==> src/rtl/cpu_control.sv <==
// Instruction register and sequencing FSM for a simple load/store-less CPU.
// It decodes MOV/MVN/ADD/CMP/AND and drives the datapath enables and mux selects, one state at a time.
module cpu_control (
    input  logic        clk,
    input  logic        reset,
    input  logic        s,
    input  logic        load,
    input  logic [15:0] in,
    output logic        w,
    output logic [2:0]  readnum,
    output logic [2:0]  writenum,
    output logic        write,
    output logic        loada,
    output logic        loadb,
    output logic        loadc,
    output logic        loads,
    output logic        asel,
    output logic        bsel,
    output logic [3:0]  vsel,
    output logic [1:0]  shift,
    output logic [1:0]  ALUop,
    output logic [15:0] sximm8,
    output logic [15:0] sximm5
);
    typedef enum logic [2:0] {
        S_WAIT, S_DECODE, S_WRITE_IMM, S_GET_A, S_GET_B, S_ALU, S_WRITE_REG
    } state_t;

    state_t      state_q, state_d;
    logic [15:0] ir_q, ir_d;

    always_ff @(posedge clk) begin
        if (reset) begin
            state_q <= S_WAIT;
            ir_q    <= '0;
        end else begin
            state_q <= state_d;
            ir_q    <= ir_d;
        end
    end

    // The IR can only be loaded while idle, so a running instruction never changes under itself.
    assign ir_d = (state_q == S_WAIT && load) ? in : ir_q;

    logic [2:0] opcode, rn, rd, rm;
    logic [1:0] op;
    logic [4:0] key;
    assign opcode = ir_q[15:13];
    assign op     = ir_q[12:11];
    assign rn     = ir_q[10:8];
    assign rd     = ir_q[7:5];
    assign rm     = ir_q[2:0];
    assign key    = {opcode, op};

    logic is_mov_imm, is_mov_reg, is_mvn, is_add, is_cmp, is_and;
    assign is_mov_imm = (key == 5'b110_10);
    assign is_mov_reg = (key == 5'b110_00);
    assign is_mvn     = (key == 5'b101_11);
    assign is_add     = (key == 5'b101_00);
    assign is_cmp     = (key == 5'b101_01);
    assign is_and     = (key == 5'b101_10);

    assign shift  = ir_q[4:3];
    assign ALUop  = op;
    assign sximm8 = {{8{ir_q[7]}}, ir_q[7:0]};
    assign sximm5 = {{11{ir_q[4]}}, ir_q[4:0]};

    always_comb begin
        state_d  = state_q;
        w        = 1'b0;
        readnum  = 3'd0;
        writenum = 3'd0;
        write    = 1'b0;
        loada    = 1'b0;
        loadb    = 1'b0;
        loadc    = 1'b0;
        loads    = 1'b0;
        asel     = 1'b0;
        bsel     = 1'b0;
        vsel     = 4'b0000;
        case (state_q)
            S_WAIT: begin
                w = 1'b1;
                if (s) state_d = S_DECODE;
            end
            S_DECODE: begin
                if (is_mov_imm)                    state_d = S_WRITE_IMM;
                else if (is_mov_reg || is_mvn)     state_d = S_GET_B;
                else if (is_add || is_cmp || is_and) state_d = S_GET_A;
                else                               state_d = S_WAIT;
            end
            S_WRITE_IMM: begin
                writenum = rn;
                vsel     = 4'b0010;
                write    = 1'b1;
                state_d  = S_WAIT;
            end
            S_GET_A: begin
                readnum = rn;
                loada   = 1'b1;
                state_d = S_GET_B;
            end
            S_GET_B: begin
                readnum = rm;
                loadb   = 1'b1;
                state_d = S_ALU;
            end
            S_ALU: begin
                // MOV reg passes B through by forcing the A operand to zero.
                loadc   = 1'b1;
                asel    = is_mov_reg;
                loads   = is_cmp;
                state_d = is_cmp ? S_WAIT : S_WRITE_REG;
            end
            S_WRITE_REG: begin
                writenum = rd;
                vsel     = 4'b1000;
                write    = 1'b1;
                state_d  = S_WAIT;
            end
            default: state_d = S_WAIT;
        endcase
    end
endmodule
==> config.mk <==
export PLATFORM = sky130hd
export DESIGN_NAME = cpu_control
export DESIGN_NICKNAME = d
export VERILOG_FILES = /design/src/rtl/cpu_control.sv
export SDC_FILE = /design/constraint.sdc
export NUM_CORES = 1
export LEC_CHECK = 0
export CAP_MARGIN = 20
export CORE_AREA = 2 2 59 72
export DETAILED_ROUTE_END_ITERATION = 16
export DIE_AREA = 0 0 61 74
export PLACE_DENSITY = 0.74
export REMOVE_ABC_BUFFERS = 1
export SETUP_SLACK_MARGIN = 0.05
export SKIP_LAST_GASP = 1
export SLEW_MARGIN = 10
export SYNTH_ARGS = -nofsm -noshare
export SYNTH_HDL_FRONTEND = slang
export SYNTH_SLANG_ARGS = --single-unit
==> constraint.sdc <==
create_clock -name clk -period 1.3 [get_ports clk]
set_input_delay 0.195 -clock clk [delete_from_list [all_inputs] [get_ports clk]]
set_output_delay 0.195 -clock clk [all_outputs]
set_load 0.02 [all_outputs]
==> results.md <==
- GRT Max-Usage Layer: met2
- Crit path time final: 1462 ps
- Routability congestion estimate from global placement: 0.7958
- H-Tree Depth: 1
- Core Area: 0.003847 mm^2
- Antenna Cells: 0
- Final Util: 0.5633
- P_leak: 1.006 nW
- Vias per cell: 4.461
- Crit. End Element: primary output
- Die Ht: 74 um
- Initial Util: 0.3213
- Crit-path cells: nor3b_2, buf_4, a22o_1, buf_6
- Area of the die: 0.004514 mm^2
- Share of power burned in the clock network: 0.252
- Setup CP Type: flip-flop to primary output
- DRC: 0
- Layout area overhead: 75.30%
- Share of layout cells above drive strength 1: 0.6174
- DR iter-0 viols: 33
- Seq. cell area: 394.1 um^2
- Finished Cell Area: 0.002167 mm^2
- # port buffers: 70
- Clock sink count: 19
- Root buf cell: clkbuf_8
- Initial antenna violation count: 0
- Gr ovfl total: 0
- Sequential power share: 0.415
- Maximum VDD drop: 537.5 uV
- Largest area contributor in the netlist: dfxtp_1
- GRT met2 Usage: 0.2676
- Top cells by area, synth: dfxtp_1 31%, buf_4 24%, nand2_1 10%
- Sw Share: 0.3077
- Post-Place Worst Slack: -442.0 ps
- Worst setup SP type: flip-flop
- Vias in the first global route: 1152
- Post-layout nets: 251
- Number of fillers in the final layout: 372
- Power density cells: 723.1 mW/mm^2
- Fin. max-slew vios: 0
- Unrepaired setup endpoints after global routing: true
- Clk buf depth: 2
- DRT Pass-1 Iters: 4
- CP max stage cell: dfxtp_4
- Setup-failing EPs final: 32
- Hold_buf cts: 0
- Violated checks: setup timing
- Post-Syn Area: 0.001236 mm^2
- Worst path buffer plus inverter count: 2
- Wire per inst: 11.73 um
- Critical path's largest stage delay: 360 ps
- Switching pwr: 482.2 uW
- Yosys cell types: 34
- CTS tree: done
- Combinational share of power: 0.333
- Routed Antenna Nets: 0
- Period utilization: 1.125
- M1 GR Usage: 0.1670
- I/O pins: 74
- Number of synthesized register bits: 19
- Max-cap viol count: 0
- Internal power: 1.085 mW
- Crit-path leading delay family: flip-flops
- Arr. time, crit path: 1270 ps
- GRT Resource Usage Total: 0.1453
- Routed wire length: 3330 um
- Cells after Synth: 158
- Asr flop ratio synth: 0
- Worst Path Max Fanout: 5
- Largest net degree at the start of global routing: 17
- Hold crit path type: primary input to flip-flop
- Die W: 61 um
- WP data required: 1110 ps
- F_max: 683.9 MHz
- First-pass GRT wire length: 5023 um
- Row count: 25
- Met3 Usage GRT: 0.02957
- Setup WS post-layout: -162.3 ps
- CTS clk-pin slew, worst paths: 70 ps
- Dpl hpwl: 2342 um
- Hold_ws: 489.0 ps
- Total of warnings raised by yosys: 0
- Via count of the routed design: 1267
- Outcome: complete, but fails checks
- Clock Latency Late Sink: 250 ps
- Num CTS Buffers: 3
- Predominant post-synthesis flop cell: dfxtp_1
- Sequential element share of the synthesized area: 0.3077
- Final clock skew: 10.10 ps
- Final Hold Vio Count: 0
- Synth top cells by count: 40 x buf_4, 34 x nand2_1, 19 x dfxtp_1, 18 x a21oi_1
- Placed Instance Area: 0.001912 mm^2
- Share of the synthesized area in the top cell type: 0.3077
- Post-synth EDFFs: 0
- Area of the multi-input gates: 698.2 um^2
- Most common cell in the synthesized netlist: buf_4
- Synth Area per Inst: 7.824 um^2
[sequential cells by signal, indices dropped and copies added, names as in the netlist]
name	count
state_q	3
ir_q	16
[what timing repair did]
action | in CTS | in global routing
pin swaps | 39 | 10
gates cloned | 1 | 0
buffers inserted | 12 | 3
endpoints found under the setup margin | 68 | 66
gates resized for setup | 202 | 62
[tightest hold or removal path, delay by kind of cell]
family                 cells  cell delay, ps
AO/OA/AOI/OAI              1              50
buffers and inverters      1             390
AND/OR/NAND/NOR            1              60
[per-layer routing]
metal,share of wire,wire (um),vias up
li1,-,-,626
met1,0.38,1269,590
met5,0,0,-
met4,0.011,38,0
met3,0.055,183,4
met2,0.55,1840,47
[kinds of logic after synthesis]
family | count (synthesis) | share of synthesized area
flip-flops | 19 | 0.3077
buffers and inverters | 49 | 0.2804
AO/OA/AOI/OAI | 28 | 0.1336
multiplexers | 3 | 0.02429
other | 1 | 0.003034
AND/OR/NAND/NOR | 58 | 0.2510
[worst paths after layout]
kind / from / endpoint / slack [ps] / cells after the start
hold / removal: in[4] / ir_q[4] / 490 / 3
hold reg to reg: ir_q[9] / ir_q[9] / 490 / 2
setup reg to reg: state_q[2] / ir_q[15] / -150 / 5
setup / recovery: state_q[0] / readnum[0] / -160 / 4
[power by group through the flow]
stage	Sequential [mW]	Combinational, mW	Clock, mW
2_1_floorplan	0.759	0.0908	0
3_3_place_gp	0.655	0.495	0
3_5_place_dp	0.657	0.498	0
4_1_cts	0.646	0.529	0.409
5_1_grt	0.654	0.557	0.444
6_report	0.650	0.522	0.396
[per-stage QoR]
stage | total power, mW | std cells | TNS [ps]
floorplan | 0.8495 | 112 | -24580
finish | 1.567 | 284 | -3398
detailed placement | 1.156 | 265 | -9050
CTS | 1.584 | 282 | -2987
global route | 1.656 | 284 | -4498
global placement | 1.149 | 265 | -8664
[cell type report]
| cell class | instances | area share |
|---|---|---|
| Timing Repair Buffer | 114 | 0.4417 |
| Multi-Input combinational cell | 92 | 0.3222 |
| Sequential cell | 19 | 0.1819 |
| Tap cell | 54 | 0.03118 |
| Clock buffer | 3 | 0.01905 |
| Clock inverter | 1 | 0.002309 |
| Inverter | 1 | 0.001732 |
[cell usage in the layout (no fill, tap or decap), types with 3 or more instances in the layout]
cell type        count
dfxtp_1             12
a21oi_1              8
buf_6               17
nand2_4              4
clkbuf_8             3
nand2_1             18
nand2_2             12
mux2i_1              3
nor2_1               3
buf_4               35
dfxtp_2              5
clkbuf_2            21
conb_1               3
clkdlybuf4s50_1     19
a21oi_2             10
buf_12               4
buf_2               11
dlygate4sd2_1        3
a22o_1               3
Note: power is estimated with default switching activity, not from simulation.
